--- config.mk ---
export PLATFORM = sky130hd
export DESIGN_NAME = maxnet_winner_detect
export DESIGN_NICKNAME = d
export VERILOG_FILES = /design/src/rtl/maxnet_pkg.sv /design/src/rtl/maxnet_zero_scan.sv /design/src/rtl/maxnet_winner_detect.sv
export SDC_FILE = /design/constraint.sdc
export NUM_CORES = 1
export LEC_CHECK = 0
export CORE_AREA = 2 2 118 120
export DETAILED_ROUTE_END_ITERATION = 7
export DIE_AREA = 0 0 120 122
export HOLD_SLACK_MARGIN = 0.15
export PLACE_DENSITY = 0.73
export SLEW_MARGIN = 40
export SYNTH_ARGS = -nofsm -noshare
export SYNTH_HDL_FRONTEND = slang
export SYNTH_SLANG_ARGS = --single-unit
--- constraint.sdc ---
create_clock -name clk -period 8.14 [get_ports clk]
set_clock_uncertainty 0.15 [all_clocks]
set_input_delay 2.442 -clock clk [delete_from_list [all_inputs] [get_ports clk]]
set_output_delay 2.442 -clock clk [all_outputs]
set_load 0.02 [all_outputs]
--- src/rtl/maxnet_pkg.sv ---
// Shared types for the MaxNet convergence detector: result codes and control states.
package maxnet_pkg;

    typedef enum logic [1:0] {
        STATUS_NONE     = 2'd0,
        STATUS_WIN      = 2'd1,
        STATUS_ALL_ZERO = 2'd2,
        STATUS_TIMEOUT  = 2'd3
    } status_e;

    typedef enum logic [1:0] {
        IDLE = 2'd0,
        RUN  = 2'd1,
        DONE = 2'd2
    } fsm_e;

endpackage

--- src/rtl/maxnet_zero_scan.sv ---
// Per-channel nonzero detection on sign-magnitude activations, with survivor count
// and lowest surviving channel index. Purely combinational.
module maxnet_zero_scan #(
    parameter int N = 4,
    parameter int W = 32
) (
    input  logic [N*W-1:0]         x,
    output logic [N-1:0]           nz_mask,
    output logic [$clog2(N+1)-1:0] nz_cnt,
    output logic [$clog2(N)-1:0]   nz_idx
);

    localparam int CW = $clog2(N+1);
    localparam int IW = $clog2(N);

    // Magnitude-only test so that -0 (sign bit alone) is treated as zero
    always_comb begin
        nz_mask = '0;
        for (int i = 0; i < N; i++) begin
            nz_mask[i] = |x[i*W +: W-1];
        end
    end

    // Population count and lowest-index survivor; scanning downward leaves the lowest hit
    always_comb begin
        nz_cnt = '0;
        nz_idx = '0;
        for (int i = N-1; i >= 0; i--) begin
            nz_cnt = nz_cnt + CW'(nz_mask[i]);
            nz_idx = nz_mask[i] ? IW'(i) : nz_idx;
        end
    end

endmodule

--- src/rtl/maxnet_winner_detect.sv ---
// MaxNet convergence detector: counts accepted iterations and latches WIN, ALL_ZERO or
// TIMEOUT once the activation vector settles, collapses, or the iteration budget runs out.
module maxnet_winner_detect
    import maxnet_pkg::*;
#(
    parameter int N        = 4,
    parameter int W        = 32,
    parameter int STABLE   = 2,
    parameter int MAX_ITER = 16
) (
    input  logic                            clk,
    input  logic                            rst,
    input  logic                            start,
    input  logic                            in_valid,
    input  logic [N*W-1:0]                  x,
    input  logic [N*W-1:0]                  a,
    output logic                            busy,
    output logic                            done,
    output logic [1:0]                      status,
    output logic [$clog2(N)-1:0]            win_idx,
    output logic [W-1:0]                    win_val,
    output logic [$clog2(MAX_ITER+1)-1:0]   iter_count
);

    localparam int IW = $clog2(N);
    localparam int CW = $clog2(N+1);
    localparam int TW = $clog2(MAX_ITER+1);
    localparam int SW = $clog2(STABLE+1);

    logic [N-1:0]   nz_mask_s;
    logic [CW-1:0]  nz_cnt_s;
    logic [IW-1:0]  nz_idx_s;
    logic [W-1:0]   a_sel_s;
    logic [TW-1:0]  iter_next_s;
    logic [SW-1:0]  streak_next_s;
    logic           all_zero_s;
    logic           single_s;
    logic           win_hit_s;
    logic           timeout_s;

    fsm_e           state_r;
    status_e        status_r;
    logic           busy_r;
    logic           done_r;
    logic [IW-1:0]  win_idx_r;
    logic [W-1:0]   win_val_r;
    logic [TW-1:0]  iter_count_r;
    logic [SW-1:0]  streak_r;
    logic [IW-1:0]  prev_idx_r;

    maxnet_zero_scan #(
        .N (N),
        .W (W)
    ) u_zero_scan (
        .x       (x),
        .nz_mask (nz_mask_s),
        .nz_cnt  (nz_cnt_s),
        .nz_idx  (nz_idx_s)
    );

    // Candidate value of the lowest surviving channel
    always_comb begin
        a_sel_s = '0;
        for (int i = 0; i < N; i++) begin
            a_sel_s = (nz_idx_s == IW'(i)) ? a[i*W +: W] : a_sel_s;
        end
    end

    // Next-sample decisions; the streak restarts whenever the lone survivor changes
    always_comb begin
        iter_next_s = iter_count_r + TW'(1);
        all_zero_s  = ~|nz_mask_s;
        single_s    = (nz_cnt_s == CW'(1));
        if (single_s) begin
            if ((streak_r != '0) && (nz_idx_s == prev_idx_r)) begin
                streak_next_s = streak_r + SW'(1);
            end else begin
                streak_next_s = SW'(1);
            end
        end else begin
            streak_next_s = '0;
        end
        win_hit_s = single_s && (streak_next_s == SW'(STABLE));
        timeout_s = (iter_next_s == TW'(MAX_ITER));
    end

    // Control FSM with registered result outputs; collapse and win take precedence over timeout
    always_ff @(posedge clk) begin
        if (rst) begin
            state_r      <= IDLE;
            status_r     <= STATUS_NONE;
            busy_r       <= 1'b0;
            done_r       <= 1'b0;
            win_idx_r    <= '0;
            win_val_r    <= '0;
            iter_count_r <= '0;
            streak_r     <= '0;
            prev_idx_r   <= '0;
        end else begin
            case (state_r)
                IDLE: begin
                    done_r <= 1'b0;
                    if (start) begin
                        state_r      <= RUN;
                        busy_r       <= 1'b1;
                        status_r     <= STATUS_NONE;
                        iter_count_r <= '0;
                        streak_r     <= '0;
                        prev_idx_r   <= '0;
                    end
                end
                RUN: begin
                    done_r <= 1'b0;
                    if (in_valid) begin
                        iter_count_r <= iter_next_s;
                        streak_r     <= streak_next_s;
                        if (single_s) begin
                            prev_idx_r <= nz_idx_s;
                        end
                        if (all_zero_s) begin
                            state_r   <= DONE;
                            busy_r    <= 1'b0;
                            done_r    <= 1'b1;
                            status_r  <= STATUS_ALL_ZERO;
                            win_idx_r <= '0;
                            win_val_r <= '0;
                        end else if (win_hit_s) begin
                            state_r   <= DONE;
                            busy_r    <= 1'b0;
                            done_r    <= 1'b1;
                            status_r  <= STATUS_WIN;
                            win_idx_r <= nz_idx_s;
                            win_val_r <= a_sel_s;
                        end else if (timeout_s) begin
                            state_r   <= DONE;
                            busy_r    <= 1'b0;
                            done_r    <= 1'b1;
                            status_r  <= STATUS_TIMEOUT;
                            win_idx_r <= '0;
                            win_val_r <= '0;
                        end
                    end
                end
                DONE: begin
                    state_r <= IDLE;
                    busy_r  <= 1'b0;
                    done_r  <= 1'b0;
                end
                default: begin
                    state_r <= IDLE;
                    busy_r  <= 1'b0;
                    done_r  <= 1'b0;
                end
            endcase
        end
    end

    assign busy       = busy_r;
    assign done       = done_r;
    assign status     = status_r;
    assign win_idx    = win_idx_r;
    assign win_val    = win_val_r;
    assign iter_count = iter_count_r;

endmodule

==> summary by stage <==
Power and ir drop
The cell internal power dissipation is about 0.47 mW. The power per standard cell area is about 90 nW/µm². Of the total power, the clock network draws 0.329.

Of the total power, the share spent switching nets is 0.209. The highest ir drop seen on vdd is between 0.00007 and 0.00008 V. The leakage power is about 2.5 nW.

Of the total power, registers draw 0.401. The portion of total power attributed to combinational logic is 0.270. In this run the power spent charging and discharging nets is about 0.12 mW.

CTS
Post-CTS repair changed the size of 0 cells. The longest clock path from root to sink contains 2 buffers. TritonCTS built the clock tree.

The clock net in this run drives a total of 48 sinks. For the worst-skew pair, the clock arrives at the later sink with an insertion delay of 280 ps. The number of CTS-inserted buffers is 5. In this run the number of H-tree levels came out at 2. The clock transition at the register clock pins on the worst setup and hold paths after CTS is 60 ps. The buffers inserted during post-CTS setup optimization is 0. The number of buffers inserted by hold repair at cts is 0. The root buffer cell is clkbuf_16.

Placement
The global placement routability congestion is just over 1. The setup slack at placement is 1210 ps. The cell total after placement is around 840.

The half-perimeter wire length after detailed placement is around 11000 µm. Port buffering added around 300 buffers.

Hold path
The path class of the tightest hold or removal check is reg2reg. The startpoint of the worst hold path is win_val[0].

Synth
The cell area after synthesis is between 3000 and 4000 µm². The synthesized design spends more area on one cell type than any other, namely dfxtp_1. The share of synthesized registers carrying an async set or reset is 0. The synthesized design contains 48 register bits.

The most used flip-flop cell after synthesis is dfxtp_1. The share of the Yosys chip area taken by registers is 0.301. The average cell area after synthesis is 8.42 µm².

The share of synthesized area in the top cell type comes to 0.301. The number of nets in the synthesized netlist is 646. The count of flip-flops with a built-in enable after synthesis is 0. The cell count after synthesis is around 380. By area the synthesized netlist is led by dfxtp_1 (30%), mux2i_1 (20%), a32o_1 (10%), nand2_1 (9.3%), nor4_1 (5.9%). The distinct cell type count after synthesis is 45. Yosys printed 0 warnings.

Routing
Dividing the detail-routed via count by the number of cells gives ~4.8. Dividing the detail-routed wire length by the instance count gives ~16 µm. The length of routed met3 wiring is about 970 µm.

Once detail routing completed, the nets flagged for antenna violations numbered 0. The wire length on met1 is about 5400 µm. Before antenna repair, the detailed router went through 4 iterations. In the routed design, unresolved DRC markers number 0. The number of design-rule violations left by the first detailed-router iteration is 145. The routed design uses about 7000 µm of met2 wire. The total wirelength of the detailed-routed design is approximately 13000 µm.

The uppermost signal routing layer after detailed routing is met4. The via total after detailed routing is 4051.

Layout
The number of diodes is 0. The library cell used most frequently in the layout, excluding fill and tap cells, is clkdlybuf4s50_1. The library cells used most frequently in the layout, excluding fill and tap cells, are clkdlybuf4s50_1 (298), nand2_1 (79), mux2i_1 (65). Of the cells placed in the final design, the portion with a size suffix greater than 1 is 0.0360. The number of filler instances in the final layout is 1279. After the last flow step, the layout net total stands at ~930.

The non-filler instance count after layout is between 800 and 900. Relative to the synthesized area, the layout overhead comes to 104%.

Global route
The number of antenna violations at the first check in global routing came to 0. The pin count of the biggest net entering global routing is 33. The via count of the first global-routing pass is around 4200. For this run the aggregate overflow at the end of global routing stands at 0. The global-route usage over all layers is 0.175.

The first global-routing pass estimated slightly above 20000 µm of wire.

STA
The share of the cycle needed by the critical path after routing is 0.827. The final hold violation count is 0. The setup slack after layout is around 1400 ps. The worst pin sits at a relative slew slack of 0.522.

The minimum period implied by the final worst setup slack is roughly 6700 ps. For the pin with the worst max-slew slack, the measured transition is roughly 720 ps. The setup TNS is 0 ps. Setup repair after global routing left no endpoint under its margin. Setup violations remaining at the end of the flow were counted as 0. The max-slew violation total from the final report is 0.

The maximum operating frequency is 0.148 GHz.

Setup path
The signal arrival time at the worst endpoint is just under 7000 ps. STA puts the critical path data required time at 8160 ps. The critical path startpoint category is an input pin. The worst register-to-register path begins at state_r[0]. STA classifies the critical path endpoint as a register.

The critical path class is in2reg. The startpoint of the most critical setup path is x[73]. Along the worst path, the maximum fanout reaches 28.

Die
The initial utilization of the core area, before any placement, comes to 0.236. In this run the horizontal extent of the chip is about 120 µm. The die covers 14600 µm². The height of the chip is approximately 120 µm. The initialized floorplan defines 43 standard-cell rows. The core area is roughly 14000 µm².

The I/O pin count is roughly 300.

Job
The tool flagged a number of max-cap violations equal to 0.

Outcome
The flow ran to the end, and the final reports show no timing, DRC or antenna violations.
## critical path, stage by stage
cell	delay, ps
clkdlybuf4s50_1	410
nor4_1	550
nand4_1	190
or2_2	340
ha_1	280
inv_1	50
fa_1	400
inv_1	70
ha_1	220
nor3_1	320
nand3_1	260
nor4_1	510
a211oi_4	180
buf_4	280
a32o_1	240
## cell usage after synthesis (3+ instances only)
| library cell | number |
|---|---|
| nor2_1 | 15 |
| nand3_1 | 6 |
| nor4_1 | 30 |
| clkbuf_1 | 15 |
| buf_4 | 3 |
| a21oi_1 | 11 |
| ha_1 | 6 |
| nand4_1 | 4 |
| a32o_1 | 32 |
| buf_2 | 6 |
| mux2i_1 | 65 |
| o21ai_0 | 4 |
| inv_1 | 9 |
| a31oi_1 | 3 |
| nor3_1 | 7 |
| dfxtp_1 | 48 |
| nand2_1 | 79 |
## registers in the layout, indices dropped and copies added, names as in the netlist
register,flops
iter_count,5
streak_r,2
done,1
win_val,32
win_idx,2
prev_idx_r,2
state_r,2
status,2
## power groups by stage
stage / Clock [mW] / Combinational, mW / Sequential [mW]
6_report: 0.194 / 0.160 / 0.237
5_1_grt: 0.213 / 0.170 / 0.236
3_5_place_dp: 0 / 0.160 / 0.242
2_1_floorplan: 0 / 0.0257 / 0.242
3_3_place_gp: 0 / 0.157 / 0.242
4_1_cts: 0.202 / 0.160 / 0.236
## worst paths after layout
check | depth (start not counted) | to | slack [ps]
setup / recovery | 15 | win_val[9] | 1400
hold / removal | 1 | win_val[0] | 310
setup reg to reg | 6 | win_val[9] | 5530
hold reg to reg | 1 | win_val[0] | 310
## metrics by stage
step	total power, mW	cell area [µm²]	util	hold slack, ps
after floorplan	0.268	3190	-	300
after global placement	0.399	6370	0.472	298
after detailed placement	0.401	6370	0.472	303
after CTS	0.599	6500	0.482	318
after global routing	0.619	6530	0.483	331
final	0.591	6530	0.483	313
## layout make-up
cell class | count | area [µm²] | area share
Sequential cell | 48 | 961 | 0.147
Tap cell | 180 | 225 | 0.0345
Inverter | 10 | 37.5 | 0.00575
Clock inverter | 2 | 12.5 | 0.00192
Multi-Input combinational cell | 296 | 2100 | 0.322
Clock buffer | 5 | 125 | 0.0192
Timing Repair Buffer | 306 | 3060 | 0.469
## logic make-up (layout without fill, tap and decap cells)
kind of cell,count (synthesis),in the layout,synth area share
adder cells (fa/ha/maj),7,7,0.0298
XOR/XNOR,1,1,0.00274
AO/OA/AOI/OAI,64,64,0.167
AND/OR/NAND/NOR,158,158,0.245
buffers and inverters,35,323,0.0470
multiplexers,66,66,0.207
flip-flops,48,48,0.301
## metal layers
| layer | vias to the layer above | track usage |
|---|---|---|
| met1 | 1873 | 0.202 |
| li1 | 1999 | - |
| met3 | 16 | 0.0473 |
| met2 | 163 | 0.320 |
| met4 | 0 | 0.0434 |
| met5 | - | 0 |
Power figures use the tool's default switching activity.
